==> config.mk <==
export PLATFORM = sky130hd
export DESIGN_NAME = inst_fetch
export DESIGN_NICKNAME = d
export VERILOG_FILES = /design/src/rtl/inst_fetch.sv
export SDC_FILE = /design/constraint.sdc
export NUM_CORES = 1
export LEC_CHECK = 0
export CAP_MARGIN = 0
export CELL_PAD_IN_SITES_DETAIL_PLACEMENT = 0
export CELL_PAD_IN_SITES_GLOBAL_PLACEMENT = 1
export CORE_UTILIZATION = 25
export DETAILED_ROUTE_END_ITERATION = 16
export PLACE_DENSITY = 0.75
export SETUP_SLACK_MARGIN = 0.3
export SYNTH_ARGS = -nofsm -noshare
export SYNTH_HDL_FRONTEND = slang
export SYNTH_SLANG_ARGS = --single-unit
==> constraint.sdc <==
create_clock -name clk -period 2.2 [get_ports clk]
set_input_delay 0.33 -clock clk [delete_from_list [all_inputs] [get_ports clk]]
set_output_delay 0.33 -clock clk [all_outputs]
set_load 0.005 [all_outputs]
==> src/rtl/inst_fetch.sv <==
// Instruction-fetch controller: issues one word read per instruction on an SRAM-like bus
// and captures the returned word into the registered IF/ID slot.
module inst_fetch #(
  parameter int WIDTH = 32
) (
  input  logic             clk,
  input  logic             rst,
  input  logic             pc_start,
  input  logic [WIDTH-1:0] pc,
  output logic             pc_en,
  input  logic             flush,
  input  logic             id_allowin,
  output logic             inst_req,
  output logic             inst_wr,
  output logic [1:0]       inst_size,
  output logic [WIDTH-1:0] inst_addr,
  output logic [WIDTH-1:0] inst_wdata,
  input  logic             inst_addr_ok,
  input  logic             inst_data_ok,
  input  logic [WIDTH-1:0] inst_rdata,
  output logic             if_valid,
  output logic [WIDTH-1:0] if_pc,
  output logic [WIDTH-1:0] if_inst
);

  typedef enum logic [1:0] {IDLE, REQ, WAIT, DISCARD} state_t;

  state_t           state;
  logic [WIDTH-1:0] req_pc;
  logic             space;
  logic             load;

  // A request is only issued when the slot can take the answer, so WAIT never stalls on the slot.
  assign space      = !if_valid || id_allowin;
  assign inst_req   = (state == REQ) && space && !flush;
  assign pc_en      = inst_req && inst_addr_ok;
  assign load       = (state == WAIT) && inst_data_ok && !flush;

  assign inst_wr    = 1'b0;
  assign inst_size  = 2'b10;
  assign inst_wdata = '0;
  assign inst_addr  = {pc[WIDTH-1:2], 2'b00};

  always_ff @(posedge clk or negedge rst) begin
    if (!rst) begin
      state    <= IDLE;
      req_pc   <= '0;
      if_valid <= 1'b0;
      if_pc    <= '0;
      if_inst  <= '0;
    end else begin
      case (state)
        IDLE: begin
          if (pc_start) state <= REQ;
        end
        REQ: begin
          if (pc_en) begin
            req_pc <= pc;
            state  <= WAIT;
          end
        end
        WAIT: begin
          // A flush with the response in hand just drops it; otherwise the response is still owed.
          if (inst_data_ok)  state <= REQ;
          else if (flush)    state <= DISCARD;
        end
        DISCARD: begin
          if (inst_data_ok) state <= REQ;
        end
        default: state <= IDLE;
      endcase

      if (flush) begin
        if_valid <= 1'b0;
      end else if (load) begin
        if_valid <= 1'b1;
        if_pc    <= req_pc;
        if_inst  <= inst_rdata;
      end else if (if_valid && id_allowin) begin
        if_valid <= 1'b0;
      end
    end
  end

endmodule

### After elaboration in Yosys (flattened, before gate mapping)

Index checks and enable logic that the tools add are counted.

* multiplexer cells: 9
* equal/unequal tests: 7
* reduce and logical (&&, ||, !) cells: 14
* bitwise gates (word level): 1

Operators with widths (number)
* 2-bit 2-to-1 mux: 5
* 2-bit one-hot mux with 4 select lines: 1
* 1-bit logical AND: 6
* 2-bit inequality test (second input constant): 3
* 2-bit equality test (second input constant): 2
* 2-bit AND reduction: 2
* 4-bit AND reduction: 1
* 1-bit 2-to-1 mux: 3
* 3-bit inequality test (second input constant): 1
* 3-bit nonzero test: 1
* 2-bit by 1-bit equality test with 1-bit output (second input constant): 1
* 1-bit logical NOT: 2
* 2-bit logical NOT: 1
* 1-bit logical OR: 1
* 1-bit inverter: 1

* output and inout bits: 134
* register bits: 99
* input port bits: 71

### Longest topological paths before layout

Gate-level depths: netlist of the first run.

* word-level depth: 7
* depth in mapped cells: 7
* gate-level depth less buffers: 6

### Least setup slack after synthesis of the first run

No wires, ideal clock.

* path type: reg2reg
* start point: register state[0]
* end point: register if_inst[0]
* required time: 2.075 ns
* library setup time: 0.125 ns
* stages on the path, launching flop included: 8
* path slack: 0.621 ns
* period minus slack after synthesis: 1.579 ns
* data arrival time: 1.454 ns
* cells stage by stage: dfrtp_1 inv_1 ha_1 nor2b_2 nand2_1 buf_6 buf_6 mux2_4

* longest elaborated chain between the ends: 4

RTL lines
* start: declaration: RTL line 28 `state_t state;`
* start signal: assignment: RTL line 46 `state <= IDLE;`
* start signal: assignment: RTL line 54 `if (pc_start) state <= REQ;`
* start signal: assignment: RTL line 59 `state <= WAIT;`
* 2-bit equality test: RTL line 37 `assign load = (state == WAIT) && inst_data_ok && !flush;`
* 1-bit logical AND (2 in series): RTL line 37
* 2-bit AND reduction (no line)
* end signal: assignment: RTL line 78 `if_inst <= inst_rdata;`
* end: declaration: RTL line 23 `output logic [WIDTH-1:0] if_inst`

Every way passes these cells.
A chain may end at the register's enable or synchronous reset.

### Final worst setup path of the first run

* start point: register state[1]
* end point: register if_inst[28]

Same word-level chain as after synthesis.

==> results.md, run 1 <==
- Run status: complete, but fails checks
- Failing checks: DRC
- GRT Total Usage: 10.4%
- Setup Crit Path Kind: register to register
- Static leakage: 0.00315 uW
- Min-Delay Path Class: primary input to async pin
- Worst-Skew Late Latency: 350 ps
- P per Cell Area: 1170 mW/mm^2
- Syn Std Cell Area: 0.00464 sq mm
- Diode count: 0
- Synth cell types: 20
- Critical Path Source Type: register
- Final Hold Fails: 0
- Row Count: 49
- Final worst path period share: 82.4%
- Main synth FF type: dfrtp_1
- Area grow syn2layout: 41.2%
- Filler cell count: 1,737
- Die X: 138 um
- Average wire per standard cell: 14.2 um
- CP max FO: 43
- Crit end category: register
- Slowest-stage cell, CP: dfrtp_1
- Area contributors post-synth: dfrtp_1 (53%), mux2_4 (25%), buf_4 (11%)
- Die Area: 0.0191 sq mm
- Cell family with most CP delay: buffers and inverters
- Root Driver: clkbuf_16
- Synth Warn #: 0
- Vias/cell: 3.93
- DR iter-0 viols: 60
- CP Buf/Inv Count: 2
- FF-to-FF path depth: 6
- Grt ovf: 0
- Hpwl dp: 6710 um
- TritonCTS sink count: 99
- Pin count of the biggest net entering global routing: 50
- RSZ-0062 raised after global routing: no
- Share of cells above drive strength 1: 28.6%
- Yosys reg bits: 99
- Crit path DAT: 2040 ps
- Gpl congestion: 0.730
- Port bufs: 167
- Number of flops mapped to enable cells by yosys: 0
- Number of antenna violations at the first check in global routing: 0
- Crit path required time: 2430 ps
- Ys async rst share: 100%
- DRC viols: 30
- Critical Path Max Stage Delay: 390 ps
- Post-synth top area cell: dfrtp_1
- First-pass GRT wire length: 15,600 um
- Syn Inst Count: 299
- Total iterations of the first detailed-routing run: 10
- Final setup violation count: 0
- Sequential fraction of the synthesis area: 53.3%
- Die height: 138 um
- Dpl cells: 659
- Top-area cell type share of the netlist area: 53.3%
- Clock buffer depth: 2
- Avg Cell Area, Syn: 15.5 sq um
- Maximum vdd drop: 439 uV
- Final Max Tran Viols: 0
- Max Fclk: 552 MHz
- I/O pin count: 205
- Crit path depth: 6
- Fin cells: 677
- Vias in the first global route: 2,902
- Count leader, synth: dfrtp_1
- CTS tree: yes
- CTS buffer count: 9
- Reg clk slew, reported paths: 70 ps
- Core Region: 0.0181 sq mm
- Setup Skew: 6.33 ps
- Final WL: 9610 um
- Max-cap violations: 0
- Final TNS setup: 0 ps
- Final min period: 1810 ps
- H-tree depth: 3
- Post-layout net count: 519
- Vias: 2,661
- CP Cell Sequence: buf_4 > ha_1 > nor2b_2 > nand2_4 > buf_16 > mux2_2
- Antenna viol nets, final: 0
- R2r startpoint: state[1]
- FF-to-FF End: if_inst[28]
- Starting Density: 25.7%
- Reg2Reg Setup Slack: 390 ps
- Post-synth top cells: dfrtp_1 (99), mux2_4 (76), buf_4 (67), mux2_2 (20), buf_6 (9)
[where the power goes]
part	leakage, uW	switching (uW)	internal (uW)
clock	0.000134	700	877
combinational	0.00176	780	2150
sequential	0.00125	468	2670
total	0.00315	1950	5690
[per-layer routing]
metal	track usage, %	vias to the layer above	wire length, um
met5	0	-	0
met4	4.97	0	150
met3	3.50	10	726
met2	16.6	127	4590
met1	12.7	1322	4140
li1	-	1202	-
[kinds of logic after synthesis]
family / count (synthesis) / share of synthesized area, %
buffers and inverters: 83 / 13.6
AO/OA/AOI/OAI: 7 / 0.943
adder cells (fa/ha/maj): 4 / 1.08
other: 2 / 0.162
AND/OR/NAND/NOR: 8 / 1.45
flip-flops: 99 / 53.3
multiplexers: 96 / 29.4
[state kept, by name, summed over array words and instances (netlist names)]
signal	flops
if_inst	32
if_valid	1
if_pc	32
state	2
req_pc	32
[worst max-delay path by stage]
stage                  endpoint  slack (ps)  startpoint
global route        if_inst[28]         310    state[1]
CTS                       pc_en         290    state[0]
finish              if_inst[28]         390    state[1]
global placement          pc_en         230  id_allowin
floorplan            if_inst[0]         620    state[0]
detailed placement        pc_en         200  id_allowin
[timing repair]
action                                  in CTS  in global routing
pin swaps                                    0                  0
gates resized for setup                      6                  3
hold endpoints to repair                    26                  0
endpoints found under the setup margin       2                  4
buffers inserted                             2                  0
hold buffers                                 1                  0
[layout by cell type (no fill, tap or decap)]
| cell | count |
|---|---|
| a221o_1 | 1 |
| dfrtp_2 | 1 |
| inv_6 | 1 |
| inv_1 | 5 |
| nor2b_1 | 1 |
| dlygate4sd3_1 | 1 |
| ha_1 | 3 |
| clkbuf_16 | 9 |
| buf_4 | 5 |
| nand2b_2 | 1 |
| dfrtp_1 | 98 |
| dlygate4sd2_1 | 1 |
| nor2_1 | 1 |
| clkinvlp_4 | 3 |
| mux2_2 | 20 |
| conb_1 | 37 |
| nand2_4 | 1 |
| bufinv_16 | 1 |
| inv_2 | 1 |
| a211o_1 | 1 |
| clkdlybuf4s50_1 | 164 |
| nand2_1 | 1 |
| a21oi_1 | 1 |
| ha_4 | 1 |
| buf_12 | 3 |
| mux2_4 | 76 |
| nand4b_4 | 1 |
| buf_16 | 1 |
| o21ai_0 | 4 |
| clkbuf_2 | 1 |
| nor2b_2 | 1 |
| clkinv_2 | 1 |
| and3b_1 | 1 |
[layout make-up]
cell class                      instances  area, sq um  share of cell area (%)
Multi-Input combinational cell        152         1690                    25.7
Clock buffer                            9          225                    3.44
Timing Repair Buffer                  176         1790                    27.3
Sequential cell                        99         2480                    37.8
Tap cell                              229          287                    4.37
Clock inverter                          6         66.3                    1.01
Inverter                                6         22.5                   0.344
[through the flow]
stage	util [%]	setup slack, ps	area (sq um)	total power, uW	hold slack, ps
2_1_floorplan	-	621	4780	4570	34.4
3_3_place_gp	34.4	234	6220	5990	269
3_5_place_dp	34.4	205	6220	6070	271
4_1_cts	36.2	293	6550	7760	425
5_1_grt	36.3	306	6560	8080	443
6_report	36.3	387	6560	7640	434
(Power assumes the default switching activity.)
==> inputs of run 2 (changes only) <==
Clock period 2.2 ns to 1.9 ns, I/O delays scaled along.
==> results.md, run 2 (same netlist as run 1, synthesis figures left out) <==
- Max Fclk: 578 MHz
- CP max FO: 7
- R2r startpoint: state[0]
- Min-Delay Path Class: primary input to async pin
- Setup ws final: 171 ps
- Vias in the first global route: 2,974
- CTS tree: yes
- Diode count: 0
- Gate power share: 39.6%
- Die Area: 0.0191 sq mm
- Commonest non-fill, non-tap cell in the layout: clkdlybuf4s50_1
- Share of cells above drive strength 1: 32.3%
- Total iterations of the first detailed-routing run: 10
- Run status: complete, but fails checks
- Failing checks: DRC
- Fin cells: 697
- Grt ovf: 0
- Die X: 138 um
- Clk pwr share: 20.4%
- P per Cell Area: 1300 mW/mm^2
- Area grow syn2layout: 50.2%
- Max-cap violations: 0
- Worst-Skew Late Latency: 350 ps
- Vias: 2,755
- DRC viols: 30
- Final setup violation count: 0
- TritonCTS sink count: 99
- Antenna viol nets, final: 0
- H-tree depth: 3
- Port bufs: 167
- First-pass GRT wire length: 17,100 um
- Setup Skew: 4.67 ps
- FF-to-FF End: if_inst[31]
- Clock buffer depth: 2
- Int Pwr: 6760 uW
- Reg2Reg Setup Slack: 170 ps
- Final WL: 10,900 um
- DR iter-0 viols: 69
- Reg clk slew, reported paths: 70 ps
- CTS buffer count: 9
- Final Max Tran Viols: 0
- I/O pin count: 205
- Final Hold Fails: 0
- Vias/cell: 3.95
- Root Driver: clkbuf_16
- Sw Pwr: 2320 uW
- Starting Density: 25.7%
- Critical Path Source Type: register
- RSZ-0062 raised after global routing: yes
- WHS: 340 ps
- GRT Total Usage: 11.7%
- Static leakage: 0.00345 uW
- FF-to-FF path depth: 8
- Post-layout net count: 539
- Crit end category: register
- Maximum vdd drop: 554 uV
- Most frequent cells in the layout: clkdlybuf4s50_1 (152), dfrtp_1 (99), mux2_4 (77)
- Pin count of the biggest net entering global routing: 56
- Gpl congestion: 0.721
- Crit path required time: 2130 ps
- Biggest regs: if_inst (32), if_pc (32), req_pc (32)
- Core Region: 0.0181 sq mm
- Switch share: 25.5%
- Die height: 138 um
- Row Count: 49
- Setup Crit Path Kind: register to register
- DP Worst Slack: 11.0 ps
- Hpwl dp: 6680 um
- Dpl cells: 660
- Final min period: 1730 ps
- Average wire per standard cell: 15.6 um
- Final TNS setup: 0 ps
- Seq pwr share: 40.0%
- Dpl cell area: 0.00624 sq mm
- Crit path DAT: 1960 ps
- Final worst path period share: 91.0%
- Number of antenna violations at the first check in global routing: 0
- Fin area: 0.00698 sq mm
==> run 2: cell types whose count changed in the layout (fill, tap and decap cells not counted), moves of 3 or more <==
cell             delta
dlymetal6s2s_1     +11
buf_16              +4
buf_6               +4
clkdlybuf4s50_1    -12
buf_4               +7
clkbuf_16           +3
==> run 2: timing repair <==
action / in CTS / in global routing
setup endpoints to repair: 100 / 84
cloned: 5 / 3
setup buffers: 11 / 2
hold buffers: 1 / 0
resized for setup: 28 / 15
pin swaps: 3 / 1
endpoints found under the hold margin: 15 / 0
==> run 2: per-layer routing <==
metal	share of wire, %	vias to the layer above	GRT usage [%]
met5	0	-	0
met4	1.4	0	4.26
met3	7.4	10	4.09
met2	49	135	19.4
met1	42	1369	13.8
li1	-	1241	-
==> run 2: through the flow <==
step | util (%) | power (uW)
after floorplan | - | 5290
after global placement | 34.5 | 6930
after detailed placement | 34.5 | 7030
after CTS | 37.9 | 9160
after global routing | 38.6 | 9640
final | 38.6 | 9080
==> run 2: final cells by class <==
| type | count | area, sq um |
|---|---|---|
| Fill cell | 1692 | 11100 |
| Sequential cell | 99 | 2480 |
| Timing Repair Buffer | 196 | 2160 |
| Multi-Input combinational cell | 152 | 1730 |
| Tap cell | 229 | 287 |
| Clock buffer | 11 | 243 |
| Clock inverter | 4 | 51.3 |
| Inverter | 6 | 25.0 |
==> run 2: worst max path at each step <==
| stage | startpoint | to | slack, ps |
|---|---|---|---|
| after CTS | state[0] | if_inst[10] | 190 |
| after detailed placement | id_allowin | pc_en | 10 |
| final | state[0] | if_inst[31] | 170 |
| after global placement | id_allowin | pc_en | 40 |
| after floorplan | state[0] | if_inst[0] | 320 |
| after global routing | state[0] | if_pc[11] | 120 |
==> run 2: critical path: stages, from the launching register on <==
cell and delay [ps]:
dfrtp_1 400, buf_6 140, inv_4 60, ha_4 120, nor2b_4 200, nand2_8 70, buf_12 170, clkbuf_16 160
mux2_4 290
==> run 2: power groups by stage <==
stage	logic [uW]	clock network (uW)	registers, uW
after floorplan	1670	0	3610
after global placement	3320	0	3610
after detailed placement	3370	0	3660
after CTS	3580	1940	3640
after global routing	3840	2030	3770
final	3590	1850	3630
==> inputs of run 3 (changes only) <==
Settings changed: CORE_UTILIZATION 25 to 33, PLACE_DENSITY 0.75 to 0.91.
==> results.md, run 3 (same netlist as run 1, synthesis figures left out) <==
- Setup Skew: 3.36 ps
- Worst-Skew Late Latency: 340 ps
- Final Power: 9140 uW
- Critical Path Source Type: register
- CTS tree: yes
- M1 WL: 4370 um
- Clock buffer depth: 2
- CP max FO: 5
- Min-Delay Path Class: primary input to async pin
- RSZ-0062 raised after global routing: yes
- Run status: finished, final reports clean
- DR iter-0 viols: 73
- Diode count: 0
- Post-layout net count: 540
- Reg clk slew, reported paths: 70 ps
- Die Area: 0.0146 sq mm
- Grt ovf: 0
- Static leakage: 0.00350 uW
- Core Region: 0.0135 sq mm
- Max-cap violations: 0
- Starting Density: 34.4%
- Row Count: 42
- Setup Crit Path Kind: register to register
- Area grow syn2layout: 49.8%
- Vias in the first global route: 2,905
- TritonCTS sink count: 99
- GRT Total Usage: 13.6%
- Crit end category: register
- Final Max Tran Viols: 0
- Vias/cell: 4.29
- Final core utilization: 51.5%
- Vias: 2,769
- Port bufs: 167
- Uppermost layer routed: met4
- Max Fclk: 594 MHz
- Crit path DAT: 1910 ps
- Final setup violation count: 0
- Average wire per standard cell: 16.6 um
- P per Cell Area: 1310 mW/mm^2
- Biggest regs: if_inst (32), if_pc (32), req_pc (32)
- Crit path required time: 2130 ps
- H-tree depth: 3
- Pin count of the biggest net entering global routing: 54
- Final Hold Fails: 0
- CTS buffer count: 9
- Antenna viol nets, final: 0
- Number of antenna violations at the first check in global routing: 0
- Commonest non-fill, non-tap cell in the layout: clkdlybuf4s50_1
- WL met2: 5520 um
- Die height: 121 um
- Final WL: 10,700 um
- DRC viols: 0
- Share of cells above drive strength 1: 32.6%
- First-pass GRT wire length: 15,100 um
- Hpwl dp: 6610 um
- Root Driver: clkbuf_16
- Final worst path period share: 88.6%
- Final min period: 1680 ps
- Die X: 121 um
- Most frequent cells in the layout: clkdlybuf4s50_1 (150), dfrtp_1 (98), mux2_4 (80)
- Final TNS setup: 0 ps
- Met3 routed WL: 663 um
- Maximum vdd drop: 808 uV
- Total iterations of the first detailed-routing run: 4
- I/O pin count: 205
- Gpl congestion: 0.747
==> run 3: timing repair <==
item                                    CTS  global route
pin swaps                                 2             1
buffers inserted                         10             0
gates cloned                              2             8
hold buffers                              1             0
gates resized for setup                  25            29
endpoints found under the hold margin    26             0
endpoints found under the setup margin   72           108
==> run 3: final timing paths <==
kind / startpoint / slack, ps / end / depth (start not counted)
worst max-delay path: state[0] / 220 / if_pc[14] / 7
worst min register to register: req_pc[16] / 510 / if_pc[16] / 1
worst min-delay path: rst / 410 / if_pc[27] / 2
worst max register to register: state[0] / 220 / if_pc[14] / 7
max in group asynchronous: rst / 890 / req_pc[16] / 3
min in group clk: req_pc[16] / 510 / if_pc[16] / 1
==> run 3: routing by layer <==
layer | up-vias | track usage (%)
met3 | 13 | 4.25
met1 | 1389 | 16.2
met2 | 132 | 23.0
met5 | - | 0
met4 | 0 | 4.78
li1 | 1235 | -
==> run 3: area by class of cell <==
class                      instances  area [sq um]
timing repair buffer             197          2210
inverter                           6          22.5
multi-input combinational        152          1730
tap                              176           220
sequential                        99          2480
clock inverter                     5          53.8
fill                            1109          6550
clock buffer                      10           239
==> run 3: through the flow <==
stage,hold WS (ps),worst slack (ps),cell area (sq um),cells
final,411,216,6960,645
after global routing,438,178,6960,645
after CTS,411,222,6680,637
after detailed placement,235,16.1,6180,609
after global placement,230,28.7,6180,609
after floorplan,-10.6,321,4780,334
==> run 3: critical path, cell delays in order (launching register included) <==
cell	delay, ps
dfrtp_2	440
inv_2	90
ha_4	120
nor2b_4	200
nand2_8	90
buf_12	160
clkbuf_16	160
mux2_4	300
==> run 3: power by group <==
group / internal (uW) / switching [uW] / total [uW]
sequential: 3090 / 578 / 3670
clock: 1040 / 751 / 1790
combinational: 2710 / 975 / 3680
